==> src/rtl/semaforo_pkg.sv <==
// Shared state codes and light-head encodings for the two-road traffic light.
package semaforo_pkg;

  typedef enum logic [2:0] {
    StAg = 3'd0,
    StAy = 3'd1,
    StR1 = 3'd2,
    StBg = 3'd3,
    StBy = 3'd4,
    StR2 = 3'd5,
    StFl = 3'd6
  } state_e;

  localparam logic [2:0] LUZ_VERDE    = 3'b100;
  localparam logic [2:0] LUZ_AMARELO  = 3'b010;
  localparam logic [2:0] LUZ_VERMELHO = 3'b001;
  localparam logic [2:0] LUZ_APAGADO  = 3'b000;

  // Night-mode head: yellow while the flash bit is set, dark otherwise.
  function automatic logic [2:0] luz_pisca(input logic flash);
    return flash ? LUZ_AMARELO : LUZ_APAGADO;
  endfunction

endpackage

==> src/rtl/semaforo_timer.sv <==
// Phase timer: counts up from 0 and saturates at sat_at-1; done flags the last cycle.
module semaforo_timer #(
  parameter int unsigned CNT_W = 8
) (
  input  logic             clk,
  input  logic             rst,
  input  logic             clr,
  input  logic             en,
  input  logic [CNT_W-1:0] sat_at,
  output logic [CNT_W-1:0] count,
  output logic             done
);

  localparam logic [CNT_W-1:0] One = CNT_W'(1);

  logic [CNT_W-1:0] count_q, count_d;

  // Terminal value reached; sat_at is never zero.
  always_comb begin
    done = (count_q == (sat_at - One));
  end

  // Clear has priority; otherwise count until the terminal value and hold there.
  always_comb begin
    count_d = count_q;
    if (clr) begin
      count_d = '0;
    end else if (en && !done) begin
      count_d = count_q + One;
    end
  end

  // Timer register with synchronous reset.
  always_ff @(posedge clk) begin
    if (rst) begin
      count_q <= '0;
    end else begin
      count_q <= count_d;
    end
  end

  assign count = count_q;

endmodule

==> src/rtl/semaforo_param.sv <==
// Two-road traffic-light controller: A rests green, B served on latched request,
// all-red clearance between greens, flashing yellow in night mode.
module semaforo_param
  import semaforo_pkg::*;
#(
  parameter int unsigned CNT_W       = 8,
  parameter int unsigned GREEN_A_MIN = 4,
  parameter int unsigned YELLOW      = 2,
  parameter int unsigned ALL_RED     = 1,
  parameter int unsigned GREEN_B     = 3,
  parameter int unsigned FLASH_HALF  = 2
) (
  input  logic       clk,
  input  logic       rst,
  input  logic       bt,
  input  logic       night,
  output logic [2:0] A,
  output logic [2:0] B,
  output logic [2:0] phase,
  output logic       req_pending
);

  state_e           state_q, state_d;
  logic             req_q, req_d;
  logic             flash_q, flash_d;
  logic [2:0]       a_q, a_d, b_q, b_d;
  logic [CNT_W-1:0] sat_at;
  logic [CNT_W-1:0] count;
  logic             done;
  logic             tmr_clr;
  logic             unused_count;

  // Duration of the current state; in FL it is the flash half-period.
  always_comb begin
    unique case (state_q)
      StAy, StBy: sat_at = CNT_W'(YELLOW);
      StR1, StR2: sat_at = CNT_W'(ALL_RED);
      StBg:       sat_at = CNT_W'(GREEN_B);
      StFl:       sat_at = CNT_W'(FLASH_HALF);
      default:    sat_at = CNT_W'(GREEN_A_MIN);
    endcase
  end

  // Next state: AG waits for request after the minimum, night wins; timed states chain.
  always_comb begin
    state_d = state_q;
    unique case (state_q)
      StAg: begin
        if (night) begin
          state_d = StFl;
        end else if (done && req_q) begin
          state_d = StAy;
        end
      end
      StAy: if (done) state_d = StR1;
      StR1: if (done) state_d = StBg;
      StBg: if (done) state_d = StBy;
      StBy: if (done) state_d = StR2;
      StR2: if (done) state_d = StAg;
      StFl: if (!night) state_d = StR2;
      default: state_d = StAg;
    endcase
  end

  // Timer restarts on every state change and at each flash half-period boundary.
  always_comb begin
    tmr_clr = (state_d != state_q) || ((state_q == StFl) && done);
  end

  // Request latch: set in AG/AY/R2, cleared when B is served or night mode begins.
  always_comb begin
    req_d = req_q;
    if (bt && ((state_q == StAg) || (state_q == StAy) || (state_q == StR2))) begin
      req_d = 1'b1;
    end
    if ((state_q == StR1) && (state_d == StBg)) begin
      req_d = 1'b0;
    end
    if ((state_d == StFl) && (state_q != StFl)) begin
      req_d = 1'b0;
    end
  end

  // Flash bit: forced on at FL entry, toggled at each half-period end.
  always_comb begin
    flash_d = flash_q;
    if ((state_d == StFl) && (state_q != StFl)) begin
      flash_d = 1'b1;
    end else if ((state_q == StFl) && done) begin
      flash_d = ~flash_q;
    end
  end

  // Light heads decoded from the upcoming state so they register with it.
  always_comb begin
    a_d = LUZ_VERMELHO;
    b_d = LUZ_VERMELHO;
    unique case (state_d)
      StAg: a_d = LUZ_VERDE;
      StAy: a_d = LUZ_AMARELO;
      StBg: b_d = LUZ_VERDE;
      StBy: b_d = LUZ_AMARELO;
      StFl: begin
        a_d = luz_pisca(flash_d);
        b_d = luz_pisca(flash_d);
      end
      default: ;
    endcase
  end

  // State, request, flash and light registers; reset aborts any phase.
  always_ff @(posedge clk) begin
    if (rst) begin
      state_q <= StAg;
      req_q   <= 1'b0;
      flash_q <= 1'b1;
      a_q     <= LUZ_VERDE;
      b_q     <= LUZ_VERMELHO;
    end else begin
      state_q <= state_d;
      req_q   <= req_d;
      flash_q <= flash_d;
      a_q     <= a_d;
      b_q     <= b_d;
    end
  end

  semaforo_timer #(
    .CNT_W(CNT_W)
  ) u_timer (
    .clk   (clk),
    .rst   (rst),
    .clr   (tmr_clr),
    .en    (1'b1),
    .sat_at(sat_at),
    .count (count),
    .done  (done)
  );

  assign unused_count = ^count;

  assign A           = a_q;
  assign B           = b_q;
  assign phase       = state_q;
  assign req_pending = req_q;

endmodule

==> config.mk <==
export PLATFORM = sky130hd
export DESIGN_NAME = semaforo_param
export DESIGN_NICKNAME = d
export VERILOG_FILES = /design/src/rtl/semaforo_pkg.sv /design/src/rtl/semaforo_timer.sv /design/src/rtl/semaforo_param.sv
export SDC_FILE = /design/constraint.sdc
export NUM_CORES = 1
export LEC_CHECK = 0
export BUFFER_PORTS_ARGS = -buffer_cell sky130_fd_sc_hd__buf_2
export CORE_MARGIN = 3
export CORE_UTILIZATION = 45
export DETAILED_ROUTE_END_ITERATION = 12
export GPL_TIMING_DRIVEN = 0
export PLACE_DENSITY = 0.76
export SYNTH_ARGS = -nofsm -noshare
export SYNTH_HDL_FRONTEND = slang
export SYNTH_SLANG_ARGS = --single-unit
==> constraint.sdc <==
create_clock -name clk -period 4.89 [get_ports clk]
set_clock_uncertainty 0.2 [all_clocks]
set_input_delay 0.489 -clock clk [delete_from_list [all_inputs] [get_ports clk]]
set_output_delay 0.489 -clock clk [all_outputs]
set_load 0.05 [all_outputs]
==> results.py <==
metrics = {
    "status": {
        "outcome": "finished, final reports clean",
    },
    "grt": {
        "antenna_found_initial": 0,
        "grt_pass1_wl_um": 4770,
        "grt_max_degree": 12,
        "grt.total_usage": 0.178,
        "first_global_vias": 1113,
        "grt_overflow_total": 0,
    },
    "clocking": {
        "cts_tree": "built",
        "cts_setup_buffers": 0,
        "clock_tree.root_cell": "clkbuf_4",
        "cts_hold_buf": 0,
        "path_clk_slew_ns": 0.11,
        "numClockSinks": 19,
        "clk_latency_ns": 0.31,
        "cts-htree-levels": 1,
        "numCtsBuffers": 3,
        "post_cts_resized": 0,
        "cts_buffer_depth": 2,
    },
    "setup_path": {
        "crit_chain": "buf_2 > nor2b_1 > a31oi_1 > a21oi_2 > and2_1 > buf_6 > mux2_2 > nor4_2",
        "worstSetupEndpoint": "B[2]",
        "startpoint": "phase[2]",
        "critical_path_depth": 8,
        "cp-start-kind": "flop",
        "endpoint_kind": "flop",
        "r2r_start": "phase[2]",
        "r2r-end": "B[2]",
        "critical_path.top_delay_family": "simple AND/OR/NAND/NOR gates",
        "reg2regPathDepth": 8,
        "worstSetupPathType": "flop to flop",
        "crit_slowest_cell": "mux2_2",
        "critPathMaxStageDelay_ns": 0.35,
        "cp.arrival_ns": 2.40,
        "r2r_setup_slack_ns": 2.52,
        "crit_buf_inv": 2,
        "required_ns": 4.93,
        "worstPathMaxFanout": 10,
    },
    "power_and_ir_drop": {
        "combinationalPowerShare": 0.671,
        "p_sw_frac": 0.508,
        "seq_power_share": 0.235,
        "switching_power_uw": 453,
        "ir_drop_mv": 0.432,
        "power_leakage_uw": 0.000560,
        "clock_power_share": 0.094,
        "total_power_uw": 892,
        "p_int_uw": 439,
        "power_density_mw_per_mm2": 646,
    },
    "drt": {
        "wl_um": 2790,
        "wl_per_cell_um": 13.7,
        "firstDrtPassIters": 4,
        "via_per_inst": 5.69,
        "vias": 1161,
        "drcViolationCount": 0,
        "ant_nets": 0,
        "drtIter0Drc": 31,
    },
    "timing": {
        "fin_crit_sh": 0.484,
        "fin_tns_setup_ns": 0,
        "fmax_ghz": 0.423,
        "grt_setup_unrepaired": "no",
        "maxSlewHeadroom": 0.603,
        "final-setup-viol-count": 0,
        "finalMaxSlewViolations": 0,
        "worst_slew_pin_slew_ns": 0.592,
        "hold_violations": 0,
        "min_period_ns": 2.37,
    },
    "placed_design": {
        "dp_hpwl_um": 2090,
        "io_buffer_count": 13,
        "place_congestion": 0.961,
    },
    "synthesis": {
        "syn_nets": 162,
        "synthArstFlopShare": 0,
        "syn_area_per_cell_um2": 7.97,
        "synth_area_leaders": "dfxtp_1, nor2_1, nand2_1, mux2i_1, a21oi_1",
        "ys.flop_type": "dfxtp_1",
        "synth_top_area_frac": 0.304,
        "syn_area_mm2": 0.00125,
        "syn-instance-count": 157,
        "yosysWarnings": 0,
        "synth_seq_cells": 19,
        "synth_edf_count": 0,
        "ys_seq_area_frac": 0.304,
        "synth_common_cells": "dfxtp_1, nor2_1, nand2_1, a21oi_1, o21ai_0",
        "synth_top_cell_by_area": "dfxtp_1",
        "ys_types": 44,
    },
    "floorplanning": {
        "io_pins": 14,
        "rows": 18,
        "die_w_um": 58.7,
        "initial_core_util": 0.487,
        "dieArea_mm2": 0.00345,
        "core_mm2": 0.00257,
        "die_y_um": 58.7,
    },
    "finish": {
        "nNetsFinal": 180,
        "layout-drive-gt1-share": 0.195,
        "n_fill_cell": 271,
        "antenna_cells": 0,
        "area.growth.synth_to_final_pct": 10.4,
    },
    "hold_path": {
        "worstHoldPathType": "primary input to flop",
    },
    "run": {
        "cap_violations": 0,
    },
}
-- metrics by stage --
| stage | cells | cell area, µm² | util | worst slack (ns) | hold slack (ns) |
|---|---|---|---|---|---|
| 5_1_grt | 204 | 1380 | 0.538 | 2.32 | 0.296 |
| 6_report | 204 | 1380 | 0.538 | 2.52 | 0.287 |
| 4_1_cts | 204 | 1380 | 0.538 | 2.53 | 0.289 |
| 3_3_place_gp | 200 | 1350 | 0.527 | 2.58 | 0.300 |
| 2_1_floorplan | 157 | 1250 | - | 2.41 | 0.280 |
| 3_5_place_dp | 200 | 1350 | 0.527 | 2.57 | 0.310 |
-- cell usage in the layout, fill, tap and decap left out, types with 2 or more instances in the layout --
cell type	n
o21ai_1	2
clkbuf_4	3
nor2b_1	6
buf_2	15
a211oi_2	2
a21oi_1	8
a211oi_1	2
nor3_1	3
buf_1	2
o21ai_0	8
xor2_1	3
buf_6	2
and3_1	3
xnor2_1	4
clkbuf_1	5
dfxtp_1	19
nor2_1	19
nand3_1	6
a31oi_1	3
and2_1	2
nand2b_1	4
o31ai_1	2
nand2_1	14
mux2i_1	5
or3_1	2
mux2_2	3
o211ai_1	3
inv_1	5
a311oi_1	2
-- power groups by stage --
stage               combinational [µW]  clock (µW)  sequential, µW
finish                             598        84.3             210
global route                       648        95.1             215
detailed placement                 595           0             213
floorplan                          385           0             312
CTS                                598        85.9             210
global placement                   584           0             212
-- worst min-delay path by stage --
stage / slack (ns) / cells past startpoint / end / from
6_report: 0.29 / 4 / req_pending / rst
5_1_grt: 0.30 / 3 / B[0] / rst
4_1_cts: 0.29 / 3 / B[0] / rst
3_5_place_dp: 0.31 / 2 / u_timer.count[7] / u_timer.count[7]
3_3_place_gp: 0.30 / 2 / u_timer.count[7] / u_timer.count[7]
2_1_floorplan: 0.28 / 2 / u_timer.count[7] / u_timer.count[7]
-- area by class of cell --
type,instances,area [µm²],share of cell area
multi-input combinational,121,773,0.560
sequential,19,380,0.275
buffer,12,78.8,0.0571
timing repair buffer,13,65.1,0.0471
tap,30,37.5,0.0272
clock buffer,3,22.5,0.0163
inverter,5,18.8,0.0136
clock inverter,1,5.00,0.00362
-- per-layer routing --
layer | part of all wire | GRT usage
met1 | 0.46 | 0.230
met2 | 0.46 | 0.285
met3 | 0.057 | 0.0351
met4 | 0.019 | 0.0777
met5 | 0 | 0
-- kinds of logic after synthesis --
| logic type | Yosys count | synth area share |
|---|---|---|
| compound gates | 40 | 0.230 |
| fa+ha+maj | 1 | 0.0100 |
| mux | 8 | 0.0670 |
| buf+inv | 17 | 0.0780 |
| xor+xnor | 7 | 0.0490 |
| flops | 19 | 0.304 |
| simple gates | 65 | 0.262 |
-- sequential cells by signal, indices dropped and copies added, names as in the netlist --
register	flops
A	3
B	3
flash_q	1
phase	3
req_pending	1
u_timer.count	8
-- tightest hold or removal path, delay by kind of cell --
| kind | cells | cell delay (ns) |
|---|---|---|
| AOI/OAI and AO/OA | 3 | 0.17 |
| buffers and inverters | 1 | 0.11 |
No activity file was read; power rests on OpenSTA's default activity.
